`config.mk`:
```
export PLATFORM = sky130hd
export DESIGN_NAME = seq_mult_param
export DESIGN_NICKNAME = d
export VERILOG_FILES = /design/src/rtl/seq_mult_param.sv
export SDC_FILE = /design/constraint.sdc
export NUM_CORES = 1
export LEC_CHECK = 0
export ABC_AREA = 1
export CORE_UTILIZATION = 53
export DETAILED_ROUTE_END_ITERATION = 6
export PLACE_DENSITY_LB_ADDON = 0.12
export SETUP_SLACK_MARGIN = 0.1
export SLEW_MARGIN = 15
export SYNTH_ARGS = -nofsm -noshare
export SYNTH_HDL_FRONTEND = slang
export SYNTH_SLANG_ARGS = --single-unit
export TNS_END_PERCENT = 50
```
`constraint.sdc`:
```
create_clock -name clk -period 2.65 [get_ports clk]
set_input_delay 0.265 -clock clk [delete_from_list [all_inputs] [get_ports clk]]
set_output_delay 0.265 -clock clk [all_outputs]
set_load 0.03 [all_outputs]
```
`src/rtl/seq_mult_param.sv`:
```
// Parametrised sequential shift-add multiplier, unsigned or two's-complement per operation.
// Latency: start edge to done pulse is WIDTH+1 edges; one multiplier bit is consumed per clock.
// Backpressure: none; start is ignored while busy, and product holds until the next completion.
module seq_mult_param #(
    parameter int WIDTH = 8,
    parameter int CNT_W = $clog2(WIDTH)
) (
    input  logic                   clk,
    input  logic                   clear_n,
    input  logic                   start,
    input  logic                   signed_mode,
    input  logic [WIDTH-1:0]       multiplicand,
    input  logic [WIDTH-1:0]       multiplier,
    output logic                   busy,
    output logic                   done,
    output logic [2*WIDTH-1:0]     product
);

    localparam logic [1:0] ST_IDLE = 2'd0;
    localparam logic [1:0] ST_CALC = 2'd1;
    localparam logic [1:0] ST_DONE = 2'd2;

    // Step index on which the multiplier MSB is processed.
    localparam logic [CNT_W-1:0] LAST_STEP = CNT_W'(WIDTH - 1);

    logic [1:0]       state;
    logic [WIDTH-1:0] m_r;
    logic [WIDTH-1:0] hi;
    logic [WIDTH-1:0] lo;
    logic [CNT_W-1:0] cnt;
    logic             sgn_r;

    logic [WIDTH:0]   hi_x;
    logic [WIDTH:0]   m_x;
    logic [WIDTH:0]   sum;

    assign busy = (state == ST_CALC);
    assign done = (state == ST_DONE);

    // One shift-add step at WIDTH+1 bits; in signed mode the MSB of the
    // multiplier carries negative weight, so its partial product is subtracted.
    always_comb begin
        hi_x = {sgn_r & hi[WIDTH-1], hi};
        m_x  = {sgn_r & m_r[WIDTH-1], m_r};
        sum  = hi_x;
        if (lo[0]) begin
            if (sgn_r && (cnt == LAST_STEP)) begin
                sum = hi_x - m_x;
            end else begin
                sum = hi_x + m_x;
            end
        end
    end

    // Control and datapath registers; product only moves on the final step.
    always_ff @(posedge clk or negedge clear_n) begin
        if (!clear_n) begin
            state   <= ST_IDLE;
            m_r     <= '0;
            hi      <= '0;
            lo      <= '0;
            cnt     <= '0;
            sgn_r   <= 1'b0;
            product <= '0;
        end else begin
            case (state)
                ST_IDLE, ST_DONE: begin
                    if (start) begin
                        m_r   <= multiplicand;
                        lo    <= multiplier;
                        hi    <= '0;
                        cnt   <= '0;
                        sgn_r <= signed_mode;
                        state <= ST_CALC;
                    end else begin
                        state <= ST_IDLE;
                    end
                end
                ST_CALC: begin
                    hi  <= sum[WIDTH:1];
                    lo  <= {sum[0], lo[WIDTH-1:1]};
                    cnt <= cnt + CNT_W'(1);
                    if (cnt == LAST_STEP) begin
                        product <= {sum, lo[WIDTH-1:1]};
                        state   <= ST_DONE;
                    end
                end
                default: begin
                    state <= ST_IDLE;
                end
            endcase
        end
    end

endmodule

```
### Yosys cells after proc, flatten, opt, wreduce, memory -nomap -nowiden

Index checks and enable logic that the tools add are counted.

| storage, ports and cells | value |
|---|---|
| input bits | 20 |
| register bits after elaboration | 46 |

| cells by class | value |
|---|---|
| reductions and logical operators | 7 |
| equal/unequal tests | 5 |
| add/sub/neg operators | 3 |
| bitwise gates (word level) | 2 |
| muxes and demuxes | 11 |

Operators with widths:

| operator | number |
|---|---|
| one-hot mux 8 bit (2 select lines) | 2 |
| 2-to-1 mux 9 bit | 2 |
| 2-to-1 mux 8 bit | 2 |
| adder 9 bit | 1 |
| subtractor 9 bit | 1 |
| one-hot mux 3 bit (2 select lines) | 1 |
| AND reduction 2 bit | 3 |
| one-hot mux 2 bit (2 select lines) | 1 |
| adder 3 x 1 -> 3 bit (second input constant) | 1 |
| equality test 3 bit (second input constant) | 1 |
| 2-to-1 mux 3 bit | 1 |
| AND 1 bit | 2 |
| equality test 2 x 1 -> 1 bit (second input constant) | 1 |
| equality test 2 bit (second input constant) | 1 |
| zero test 2 bit | 1 |
| 2-to-1 mux 2 bit | 1 |
| != test 2 x 1 -> 1 bit (second input constant) | 1 |
| != test 2 bit (second input constant) | 1 |
| nonzero test 2 bit | 1 |
| OR reduction 2 bit | 1 |
| logical AND 1 bit | 1 |
| 2-to-1 mux 1 bit | 1 |

### Longest topological paths before layout

| logic depth | value |
|---|---|
| word-level depth | 5 |
| mapped depth | 19 |
| mapped depth without buffers | 19 |

### Worst setup path after synthesis

Ideal clock, no wire load.

| timing | value |
|---|---|
| path type | reg2reg |
| start | register cnt[0] |
| end | register product[15] |
| arrival time | 2,316 ps |
| cell stages (with the launch flop) | 19 |
| setup slack | 217 ps |
| library setup time | 117 ps |
| cells stage by stage | dfrtp_1 > ha_1 > ha_1 > nand2_2 > inv_2 > o21ai_0 > xor2_1 > inv_1 > ha_1 > nand2_1 > inv_1 > a21oi_1 > nand2_2 > nand3_2 > nand3_2 > nand2_1 > nand2_1 > nand2_1 > nand2_1 |

| on the way | value |
|---|---|
| word-level cells in the longest chain between the ends | 4 |
| elaborated cells between the ends (all ways) | 5 |
| those cells by class | 1 x eq/ne; 2 x mux; 2 x reduce/logical |

RTL lines:

| what | RTL line | RTL |
|---|---|---|
| start, declared | 30 | `logic [CNT_W-1:0] cnt;` |
| start signal, assigned | 82 | `cnt <= cnt + CNT_W'(1);` |
| equality test 3 bit (*) | 47, 83 |  |
| logical AND 1 bit | 47 | `if (sgn_r && (cnt == LAST_STEP)) begin` |
| 2-to-1 mux 9 bit | 47 |  |
| 2-to-1 mux 9 bit | 46 | `if (lo[0]) begin` |
| end signal, assigned | 84 | `product <= {sum, lo[WIDTH-1:1]};` |
| end, declared | 16 | `output logic [2*WIDTH-1:0] product` |

Mark *: on every way between the ends. The rest lies on a longest branch, timed or not.
A chain may end at the register's enable or synchronous reset.

### Worst setup path in the final report

| timing | value |
|---|---|
| start | register m_r[0] |
| end | register product[14] |

| on the way | value |
|---|---|
| word-level cells in the longest chain between the ends | 3 |
| elaborated cells between the ends (all ways) | 4 |
| those cells by class | 2 x add/sub; 2 x mux |

RTL lines:

| what | RTL line | RTL |
|---|---|---|
| start, declared | 27 | `logic [WIDTH-1:0] m_r;` |
| start signal, assigned | 69 | `m_r <= multiplicand;` |
| adder 9 bit or subtractor 9 bit (tied branches) | 50, 48 |  |
| 2-to-1 mux 9 bit (*) | 47 |  |
| 2-to-1 mux 9 bit (*) | 46 |  |

Marked as above.

==> impl_summary.txt <==
----------------------------------------------------
[Clock tree]
  Buffer cell driving the clock tree root ... clkbuf_8
  Clock-pin slew of the registers on the worst-case setup and hold paths ... 0.09 ns
  Clock insertion delay at the later pin of the skew report ... 0.30 ns
  CTS tree ... built
  Maximum number of buffers from clock root to sink ... 2
  H-tree Lvls ... 2
  Clock net sink count ... 46
  Total clock buffers created by CTS ... 5

[Critical path]
  Arr. time, crit path ... 2.67 ns
  Critical path fanouts, max ... 4
  Kind of capture point of the worst setup path ... flip-flop
  Critical path startpoint category ... flip-flop
  Data required, critical path ... 2.83 ns
  Setup CP Type ... flip-flop to flip-flop

[GRT]
  GR Overflow Total ... 0
  Vias in the first global route ... 1840
  Overall Global Routing Usage ... 0.209
  Antenna violations before repair ... 0
  Pin count of the biggest net entering global routing ... 47
  Wire length of the first global-routing pass ... 8140 um

[Yosys]
  Distinct cell type count after synthesis ... 30
  Count of flip-flops with a built-in enable after synthesis ... 0
  Async set-reset flop share out of synthesis ... 1.00
  Synthesized net count ... 313
  Count of state elements after synthesis ... 46
  Post-synth top flop ... dfrtp_1
  Warnings from Yosys ... 0
  Synthesized instance count ... 281
  Area share of the largest cell type after synthesis ... 0.473
  Most used standard cell by instance count after synthesis ... nand2_1
  Area leader, netlist ... dfrtp_1
  Cell area after synthesis ... 2440 sq um
  Average cell area after synthesis ... 8.67 sq um
  Sequential area share after synthesis ... 0.473
  List of most frequent post-synthesis cells ... nand2_1 (64), dfrtp_1 (46), inv_1 (33)
  Cell types occupying the most area after synthesis ... dfrtp_1 (47%), nand2_1 (9.9%), o21ai_0 (5.8%)

[Finish]
  Number of nets in the layout ... 359
  Ratio of cells with drive above 1 in the final layout ... 0.177
  Ant diodes ... 0
  Fin cells ... 380
  Number of fill cells ... 365
  Sequential standard cell area ... 1150 sq um
  Footprint of the multi-input gates ... 1210 sq um
  Final Instance Area ... 3100 sq um
  Layout overhead on the synthesized area ... 27.2%

[Timing]
  Top achievable clock speed ... 402 MHz
  Finish-stage setup viols ... 0
  Total count of hold-check failures in the final report ... 0
  Number of max-slew violations in the final report ... 0
  Post-layout worst setup margin ... 0.163 ns
  Max Clock Skew ... 0.00836 ns
  Final worst hold slack ... 0.130 ns
  Tightest Pin Transition ... 1.00 ns
  Final critical-path required period ... 2.49 ns
  Worst relative slew slack ... 0.332
  Final clock period utilization by the worst path ... 0.939

[Place]
  Buffers added on ports ... 37
  Final weighted congestion in routability-driven placement ... 0.834
  Post-DP Area ... 2840 sq um
  HPWL after DPL ... 3500 um
  Placement-stage worst setup slack ... 0.0553 ns
  Number of placed instances with taps included ... 364

[Route]
  DRC violations left ... 0
  Vias after detailed routing ... 2048
  TritonRoute pass-1 iters ... 4
  Iteration-0 DRC count of the detailed router ... 133
  Mean number of vias per cell ... 5.39
  Residual antenna-violating net count after detailed routing ... 0
  Final WL ... 5210 um
  Average detailed-routed wire length per instance ... 13.7 um

[Floorplan]
  Cell Rows ... 24
  Boundary pin count ... 38
  Horiz. Die Dim ... 69.8 um
  Core Region ... 4380 sq um
  Overall die height ... 69.8 um
  Effective utilization at floorplan ... 0.556
  Full die area ... 4870 sq um

[Outcome]
  Run status ... finished, final reports clean

[Run]
  Number of maximum-capacitance constraint violations ... 0

[Min path]
  Tightest Hold Check Type ... input port to asynchronous set/reset pin

----------------------------------------------------
## cell usage in the layout, fill, tap and decap left out, types with 5 or more instances in the layout
master	count
inv_2	5
mux2_2	5
buf_4	10
clkbuf_8	5
nand3_1	8
nand2_2	5
a21oi_1	7
inv_1	33
nand2_1	64
clkdlybuf4s50_1	36
o22ai_1	5
o21ai_0	26
xnor2_1	5
nor2_1	14
dfrtp_1	46
## critical path: stages (launching register included)
cell and delay [ns]:
dfrtp_1 0.41, inv_1 0.12, ha_2 0.24, nand2_1 0.09, o31ai_2 0.22, xnor2_1 0.14, inv_1 0.09, ha_4 0.26
a21oi_2 0.14, a21boi_2 0.21, nand2_1 0.08, nand2_1 0.08, nand3_2 0.08, o211ai_1 0.14, nand2_1 0.08
## per-stage QoR
step / util / TNS (ns)
5_1_grt: 0.707 / -0.0173
3_3_place_gp: 0.648 / 0
3_5_place_dp: 0.648 / 0
6_report: 0.707 / 0
4_1_cts: 0.673 / 0
2_1_floorplan: - / 0
## registers in the layout, summed over array words and instances, names as in the netlist
name / flops
cnt: 3
hi: 8
lo: 8
m_r: 8
product: 16
sgn_r: 1
state: 2
## logic make-up after synthesis
group / after synthesis / synth area share
fa+ha+maj: 12 / 0.0647
flops: 46 / 0.473
buf+inv: 46 / 0.0760
mux: 5 / 0.0231
simple gates: 106 / 0.190
compound gates: 56 / 0.138
xor+xnor: 10 / 0.0360
## final timing paths
| kind | startpoint | endpoint | slack [ns] | cells past startpoint |
|---|---|---|---|---|
| worst min register to register | product[8] | product[8] | 0.48 | 2 |
| max in group asynchronous | clear_n | m_r[4] | 1.89 | 1 |
| worst min-delay path | clear_n | hi[5] | 0.13 | 1 |
| worst max register to register | m_r[0] | product[14] | 0.16 | 14 |
| min in group clk | product[8] | product[8] | 0.48 | 2 |
| worst max-delay path | m_r[0] | product[14] | 0.16 | 14 |
## routing by layer
| metal | track usage | part of all wire |
|---|---|---|
| met1 | 0.276 | 0.47 |
| met2 | 0.358 | 0.49 |
| met3 | 0.0349 | 0.032 |
| met4 | 0.0533 | 0.0071 |
| met5 | 0 | 0 |
## final cells by class
| type | instances | area share |
|---|---|---|
| Clock buffer | 6 | 0.0234 |
| Clock inverter | 2 | 0.00444 |
| Inverter | 38 | 0.0460 |
| Multi-Input combinational cell | 189 | 0.391 |
| Sequential cell | 46 | 0.372 |
| Tap cell | 52 | 0.0210 |
| Timing Repair Buffer | 47 | 0.142 |
## timing repair
action                                  4_1_cts  5_1_grt
hold buffers                                  0        0
pin swaps                                     1        8
buffers inserted                              1        7
resized for setup                             3       20
endpoints found under the setup margin        7       10
Power is left out: the tool's default activity adds up to more than one toggle a clock period on the data nets, which glitch-free logic cannot reach.
